File: config.mk
export PLATFORM = sky130hd
export DESIGN_NAME = clk_div_gen
export DESIGN_NICKNAME = d
export VERILOG_FILES = /design/src/rtl/clk_div_pkg.sv /design/src/rtl/clk_div_cnt.sv /design/src/rtl/clk_div_gen.sv
export SDC_FILE = /design/constraint.sdc
export NUM_CORES = 1
export LEC_CHECK = 0
export CORE_UTILIZATION = 55
export DETAILED_ROUTE_END_ITERATION = 10
export PLACE_DENSITY_LB_ADDON = 0.25
export REMOVE_ABC_BUFFERS = 1
export SLEW_MARGIN = 20
export SYNTH_ARGS = -nofsm -noshare
export SYNTH_HDL_FRONTEND = slang
export SYNTH_HIERARCHICAL = 1
export SYNTH_SLANG_ARGS = --single-unit
File: constraint.sdc
create_clock -name Clk_C16 -period 4.96 [get_ports Clk_C16]
set_input_delay 0.992 -clock Clk_C16 [delete_from_list [all_inputs] [get_ports Clk_C16]]
set_output_delay 0.992 -clock Clk_C16 [all_outputs]
set_load 0.005 [all_outputs]
File: src/rtl/clk_div_pkg.sv
// Shared definitions for clk_div_gen: FSM state encoding, minimum divisor,
// and the high-phase length helper.
package clk_div_pkg;

  typedef enum logic [1:0] {
    IDLE     = 2'd0,
    RUN      = 2'd1,
    STOPPING = 2'd2,
    BURST    = 2'd3
  } div_state_e;

  localparam int DIV_MIN = 2;

  // High phase is floor(N/2) cycles; the low phase takes the remainder.
  function automatic logic [31:0] div_half(input logic [31:0] n);
    return n >> 1;
  endfunction

endpackage

File: src/rtl/clk_div_cnt.sv
// Period counter for clk_div_gen: counts 0..N-1 while running, flags the wrap
// cycle and reports whether the next cycle falls inside the high phase.
module clk_div_cnt
  import clk_div_pkg::*;
#(
  parameter int CNT_W = 16
) (
  input  logic             clk_i,
  input  logic             rst_n_i,
  input  logic             run_i,
  input  logic [CNT_W-1:0] div_n_i,
  output logic             wrap_o,
  output logic             hi_nxt_o
);

  logic [CNT_W-1:0] cnt_q;
  logic [CNT_W-1:0] cnt_d;
  logic [CNT_W-1:0] half;

  assign half   = CNT_W'(div_half(32'(div_n_i)));
  assign wrap_o = run_i && (cnt_q == (div_n_i - CNT_W'(1)));

  // Idle and wrap both park the counter at zero, so a start or a divisor
  // change always begins a fresh period.
  always_comb begin
    cnt_d = '0;
    if (run_i && !wrap_o) begin
      cnt_d = cnt_q + CNT_W'(1);
    end
  end

  assign hi_nxt_o = (cnt_d < half);

  always_ff @(posedge clk_i or negedge rst_n_i) begin
    if (!rst_n_i) begin
      cnt_q <= '0;
    end else begin
      cnt_q <= cnt_d;
    end
  end

endmodule

File: src/rtl/clk_div_gen.sv
// Programmable integer clock divider with glitch-free start/stop and
// period-aligned divisor changes. Define CLK_DIV_BURST_EN for burst mode.
module clk_div_gen
  import clk_div_pkg::*;
#(
  parameter int CNT_W   = 16,
  parameter int DIV_RST = 2
) (
  input  logic             Clk_C16,
  input  logic             Clk_C16_Rst_n,
  input  logic             Enable,
  input  logic [CNT_W-1:0] Div_Val,
  input  logic             Div_Load,
  output logic             Div_Ack,
  output logic [CNT_W-1:0] Div_Val_Cur,
  output logic             Clk_Div_Out,
  output logic             Clk_Div_Rise,
  output logic             Div_Active
`ifdef CLK_DIV_BURST_EN
  ,
  input  logic [CNT_W-1:0] Burst_Len,
  input  logic             Burst_Start,
  output logic             Burst_Done
`endif
);

  div_state_e       state_q, state_d;
  logic             out_q, out_d;
  logic             rise_q, rise_d;
  logic             pending_q, pending_d;
  logic             upd_q, ack_q;
  logic [CNT_W-1:0] cur_q, cur_d;
  logic [CNT_W-1:0] pend_val_q, pend_val_d;
  logic [CNT_W-1:0] load_val, apply_val;
  logic             running, wrap, hi_nxt, apply;
`ifdef CLK_DIV_BURST_EN
  logic [CNT_W-1:0] rem_q, rem_d;
  logic             done_q, done_d;
`endif

  assign running  = (state_q != IDLE);
  assign load_val = (Div_Val < CNT_W'(DIV_MIN)) ? CNT_W'(DIV_MIN) : Div_Val;

  // While running, a divisor only changes at a wrap; a load landing on the
  // wrap itself is taken directly. In idle the pending value lands next cycle.
  assign apply     = running ? (wrap && (pending_q || Div_Load))
                             : (pending_q && !Div_Load);
  assign apply_val = (running && Div_Load) ? load_val : pend_val_q;
  assign cur_d      = apply ? apply_val : cur_q;
  assign pend_val_d = Div_Load ? load_val : pend_val_q;
  assign pending_d  = apply ? 1'b0 : (pending_q || Div_Load);

  clk_div_cnt #(
    .CNT_W (CNT_W)
  ) u_cnt (
    .clk_i    (Clk_C16),
    .rst_n_i  (Clk_C16_Rst_n),
    .run_i    (running),
    .div_n_i  (cur_q),
    .wrap_o   (wrap),
    .hi_nxt_o (hi_nxt)
  );

  always_comb begin
    state_d = state_q;
    out_d   = 1'b0;
    rise_d  = 1'b0;
`ifdef CLK_DIV_BURST_EN
    rem_d   = rem_q;
    done_d  = 1'b0;
`endif
    case (state_q)
      IDLE: begin
        if (Enable) begin
          state_d = RUN;
          out_d   = 1'b1;
          rise_d  = 1'b1;
        end
`ifdef CLK_DIV_BURST_EN
        else if (Burst_Start) begin
          if (Burst_Len == '0) begin
            done_d = 1'b1;
          end else begin
            state_d = BURST;
            rem_d   = Burst_Len;
            out_d   = 1'b1;
            rise_d  = 1'b1;
          end
        end
`endif
      end
      RUN, STOPPING: begin
        // Re-asserting Enable before the wrap resumes without a gap.
        if (wrap && !Enable) begin
          state_d = IDLE;
        end else begin
          state_d = Enable ? RUN : STOPPING;
          out_d   = hi_nxt;
          rise_d  = wrap;
        end
      end
`ifdef CLK_DIV_BURST_EN
      BURST: begin
        if (wrap && (rem_q == CNT_W'(1))) begin
          state_d = IDLE;
          done_d  = 1'b1;
        end else begin
          if (wrap) begin
            rem_d = rem_q - CNT_W'(1);
          end
          out_d  = hi_nxt;
          rise_d = wrap;
        end
      end
`endif
      default: state_d = IDLE;
    endcase
  end

  always_ff @(posedge Clk_C16 or negedge Clk_C16_Rst_n) begin
    if (!Clk_C16_Rst_n) begin
      state_q    <= IDLE;
      out_q      <= 1'b0;
      rise_q     <= 1'b0;
      pending_q  <= 1'b0;
      upd_q      <= 1'b0;
      ack_q      <= 1'b0;
      cur_q      <= CNT_W'(DIV_RST);
      pend_val_q <= CNT_W'(DIV_RST);
    end else begin
      state_q    <= state_d;
      out_q      <= out_d;
      rise_q     <= rise_d;
      pending_q  <= pending_d;
      upd_q      <= apply;
      ack_q      <= upd_q;
      cur_q      <= cur_d;
      pend_val_q <= pend_val_d;
    end
  end

`ifdef CLK_DIV_BURST_EN
  always_ff @(posedge Clk_C16 or negedge Clk_C16_Rst_n) begin
    if (!Clk_C16_Rst_n) begin
      rem_q  <= '0;
      done_q <= 1'b0;
    end else begin
      rem_q  <= rem_d;
      done_q <= done_d;
    end
  end

  assign Burst_Done = done_q;
`endif

  assign Clk_Div_Out  = out_q;
  assign Clk_Div_Rise = rise_q;
  assign Div_Ack      = ack_q;
  assign Div_Val_Cur  = cur_q;
  assign Div_Active   = running;

endmodule

==> impl.org <==
** Clock network
- Maximum buffer depth of the clock tree :: 2
- TritonCTS clock tree :: built
- H-tree Lvls :: 2
- Clk sink count :: 55
- Count of buffers added by post-CTS timing repair for setup :: 0
- Cell at the root of the clock tree :: sky130_fd_sc_hd__clkbuf_8
- CTS-repair resized insts :: 0
- In this run, CTS created clock tree buffers numbering 5.
- After clock tree synthesis, the flow added hold-fix buffers numbering 0.
- At the later pin of the worst-skew pair, clock insertion delay measures around 0.31 ns.
- Clock-pin slew on the worst setup and hold paths :: 0.11 ns

** Timing
- Maximum achievable frequency :: 229 MHz
- In this run the tightest slew margin relative to its limit is 0.516.
- Hold timing on the final database bottoms out at a slack of 0.362 ns.
- Slew at the pin closest to its max-slew limit :: between 0.7 and 0.8 ns
- Final sum of negative setup slack :: 0 ns
- Subtracting the final worst setup slack from the clock period gives 4.36 ns.
- Slack of the critical path :: 0.599 ns
- Setup violations remaining at the end of the flow were counted as 0.
- The clock arrives with around 0.0043 ns of skew.
- Unrepaired setup endpoints after global routing :: no
- Final hold violation count :: 0
- In the finished design, the share of the clock period the worst path needs comes to 0.879.
- The max-slew violation total from the final report was 0.

** Floorplanning
- Placeable core area :: 6350 um2
- Die boundary height :: 82.9 um
- # rows :: 29
- Die width :: 82.9 um
- Initial core utilization :: 0.567
- I/O Pins :: 40
- Die Area :: roughly 6900 um2

** Yosys
- The cell area that synthesis handed to floorplanning was 3600 um2.
- Synth Instances :: 359
- sky130_fd_sc_hd__dfrtp_1 takes more of the synthesized area than any other cell.
- Number of distinct library cells after synthesis :: 60
- For this run, asynchronously set or reset flops after synthesis account for 1.00.
- Number of warnings reported in the yosys synthesis log :: 6
- Register bit count reported by yosys :: 55
- In the post-synthesis netlist, the biggest area contributors are sky130_fd_sc_hd__dfrtp_1 (37%), sky130_fd_sc_hd__a21oi_1 (6.3%), sky130_fd_sc_hd__ha_1 (6.3%).
- In the synthesized netlist the dominant register cell turns out to be sky130_fd_sc_hd__dfrtp_1.
- In this run, synthesis inferred 0 flip-flops with an integrated enable.
- Mean instance size in the synthesized netlist :: 10.0 um2
- Seq/Total Area, Yosys :: 0.383
- Yosys top cell area share :: 0.369

** Route
- The routed layout has about 2,800 vias.
- Wire length per cell after detailed routing :: 17.3 um
- Using the TritonRoute via totals, the vias-per-cell ratio works out to 6.02.
- Iteration count of the initial detailed-routing pass :: 7
- # DRC :: 2
- For this block, the routed nets add up to about 8000 um of wire.
- Remaining number of nets flagged by the antenna check after routing :: 0
- Iteration-0 DRC count of the detailed router :: between 100 and 150

** Worst setup path
- STA classifies the critical path endpoint as a flop.
- STA classifies the critical path startpoint as a flop.
- The critical path contains buffers and inverters numbering 2 combined.
- Max stage delay on crit path :: a little over 0.6 ns
- Library cell contributing the largest single delay on the critical path :: sky130_fd_sc_hd__dfstp_2
- Among the stages of the critical path, the cell type that occurs most often is sky130_fd_sc_hd__ha_1.
- R2R Path Start :: Div_Val_Cur[1]
- Critical Path AT :: 4.57 ns
- Cell chain of the critical path :: inv_1 -> ha_1 -> nor3b_4 -> and3_1 -> xnor2_1 -> or4_4 -> nor3_4 -> buf_4 -> a211oi_1 -> ha_1 -> nand3_1 -> nand2b_1 -> a21oi_1 -> o21ai_0 -> and2_0 -> a32o_1 -> a32oi_1 -> nor2_1
- The critical path is of the flop to flop type.
- Category of cells accounting for the largest share of critical-path delay :: simple AND/OR/NAND/NOR gates
- Crit path launch :: Div_Val_Cur[1]
- Highest net fanout along the worst path :: 11
- Critical Path RT :: 5.17 ns

** Flow run
- Max-Cap Viols :: 0

** Global route
- Entering global routing, the biggest net connects 56 pins.
- The initial antenna violation count was 0.
- Across every metal layer, demand over resource in global routing totals 0.249.
- Number of global-route vias before repair :: 2,898
- Summed over all layers, the global routing overflow is 0.
- The first global-routing pass estimated 13,900 um of wire.

** Pwr
- Leakage power total :: roughly 1.8 nW
- Highest ir drop seen on vdd :: between 0.2 and 0.3 mV
- Dividing total power by cell area gives a power density of 494 nW/um2.
- The design draws 2.01 mW.

** Place
- Port Buffers :: 39
- The placed instances occupy a cell area of between 3000 and 4000 um2.
- DP Cell Count :: 463
- Detailed placement ended at an HPWL of 6000 um.
- Before CTS, the worst setup slack after placement is 0.648 ns.
- Routability-driven placement finished with a final weighted congestion of 0.830.

** Cells and area
- Antenna fix cells :: 0
- In the final layout, the share of cells above drive strength 1 is 0.107.
- In the layout the commonest cells are sky130_fd_sc_hd__dfrtp_1 (53), sky130_fd_sc_hd__a21oi_1 (45), sky130_fd_sc_hd__clkdlybuf4s50_1 (38).
- Share of the core filled with cells :: 0.641
- Filler-free cell count of the finished design :: 471
- The library cell used most frequently in the layout, excluding fill and tap cells, is sky130_fd_sc_hd__dfrtp_1.
- For this run, the post-layout net count is 431.
- After routing the design area is 4070 um2.
- Area grow syn2layout :: 13.1%

** Hold path
- Launch point of the worst hold path :: upd_q
- Worst hold path class :: flop to flop

** Outcome
- The checks that failed: DRC.
- The run finished, with violations left.
## kinds of logic after synthesis
| family | after synthesis | share of synthesized area |
|---|---|---|
| adder cells (fa/ha/maj) | 18 | 0.0626 |
| multiplexers | 30 | 0.0883 |
| XOR/XNOR | 34 | 0.0828 |
| buffers and inverters | 40 | 0.0608 |
| flip-flops | 55 | 0.383 |
| AND/OR/NAND/NOR | 90 | 0.150 |
| AO/OA/AOI/OAI | 92 | 0.172 |
## where the power goes
part	internal [mW]	switching, mW
Sequential	0.568	0.182
Combinational	0.473	0.522
Clock	0.103	0.161
## final timing paths
path,endpoint,slack [ns],cells past startpoint
worst max-delay path,Clk_Div_Out,0.60,18
worst min-delay path,Div_Ack,0.36,0
worst min register to register,Div_Ack,0.36,0
min in group asynchronous,u_cnt/cnt_q[5],0.80,2
worst max register to register,Clk_Div_Out,0.60,18
max in group asynchronous,pend_val_q[5],3.70,2
## synth_stat cells, drive strengths merged (2+ instances only)
library cell,count
and2,2
dfstp,2
and3,3
nor2,16
mux2,14
o31ai,2
a31oi,4
nor3b,3
nor3,9
a21oi,46
o22ai,2
nand2b,7
xnor2,20
ha,18
clkbuf,4
and4,3
o21a,2
a211oi,14
dfrtp,53
buf,11
xor2,14
nor4,6
o21ai,2
a21o,9
inv,25
nand3,8
nand4,10
mux2i,16
nand2,16
## worst reg2reg max path, cell delays in order (launching register included)
cell,delay (ns)
sky130_fd_sc_hd__dfstp_2,0.62
sky130_fd_sc_hd__inv_1,0.08
sky130_fd_sc_hd__ha_1,0.24
sky130_fd_sc_hd__nor3b_4,0.19
sky130_fd_sc_hd__and3_1,0.21
sky130_fd_sc_hd__xnor2_1,0.13
sky130_fd_sc_hd__or4_4,0.54
sky130_fd_sc_hd__nor3_4,0.45
sky130_fd_sc_hd__buf_4,0.24
sky130_fd_sc_hd__a211oi_1,0.10
sky130_fd_sc_hd__ha_1,0.35
sky130_fd_sc_hd__nand3_1,0.09
sky130_fd_sc_hd__nand2b_1,0.15
sky130_fd_sc_hd__a21oi_1,0.14
sky130_fd_sc_hd__o21ai_0,0.08
sky130_fd_sc_hd__and2_0,0.15
sky130_fd_sc_hd__a32o_1,0.25
sky130_fd_sc_hd__a32oi_1,0.19
sky130_fd_sc_hd__nor2_1,0.05
## final cells by class
| type | instances | area, um2 |
|---|---|---|
| well taps | 77 | 96.3 |
| multi-input cells | 264 | 2000 |
| repair buffers | 42 | 408 |
| clock inverters | 3 | 22.5 |
| flip-flops and latches | 55 | 1380 |
| clock buffers | 5 | 68.8 |
| fillers | 522 | 2280 |
| inverters | 25 | 93.8 |
## layer usage
| layer | up-vias | track usage | share of wire |
|---|---|---|---|
| met2 | 75 | 0.411 | 0.49 |
| met5 | - | 0 | 0 |
| met4 | 0 | 0.0768 | 0.016 |
| met1 | 1370 | 0.340 | 0.46 |
| li1 | 1378 | - | - |
| met3 | 13 | 0.0338 | 0.040 |
## state kept, by name, summed over array words and instances (netlist names)
register,count
pending_q,1
pend_val_q,16
Div_Ack,1
state_q,2
Clk_Div_Rise,1
upd_q,1
u_cnt/cnt_q,16
Div_Val_Cur,16
Clk_Div_Out,1
Note: power is estimated with default switching activity, not from simulation.
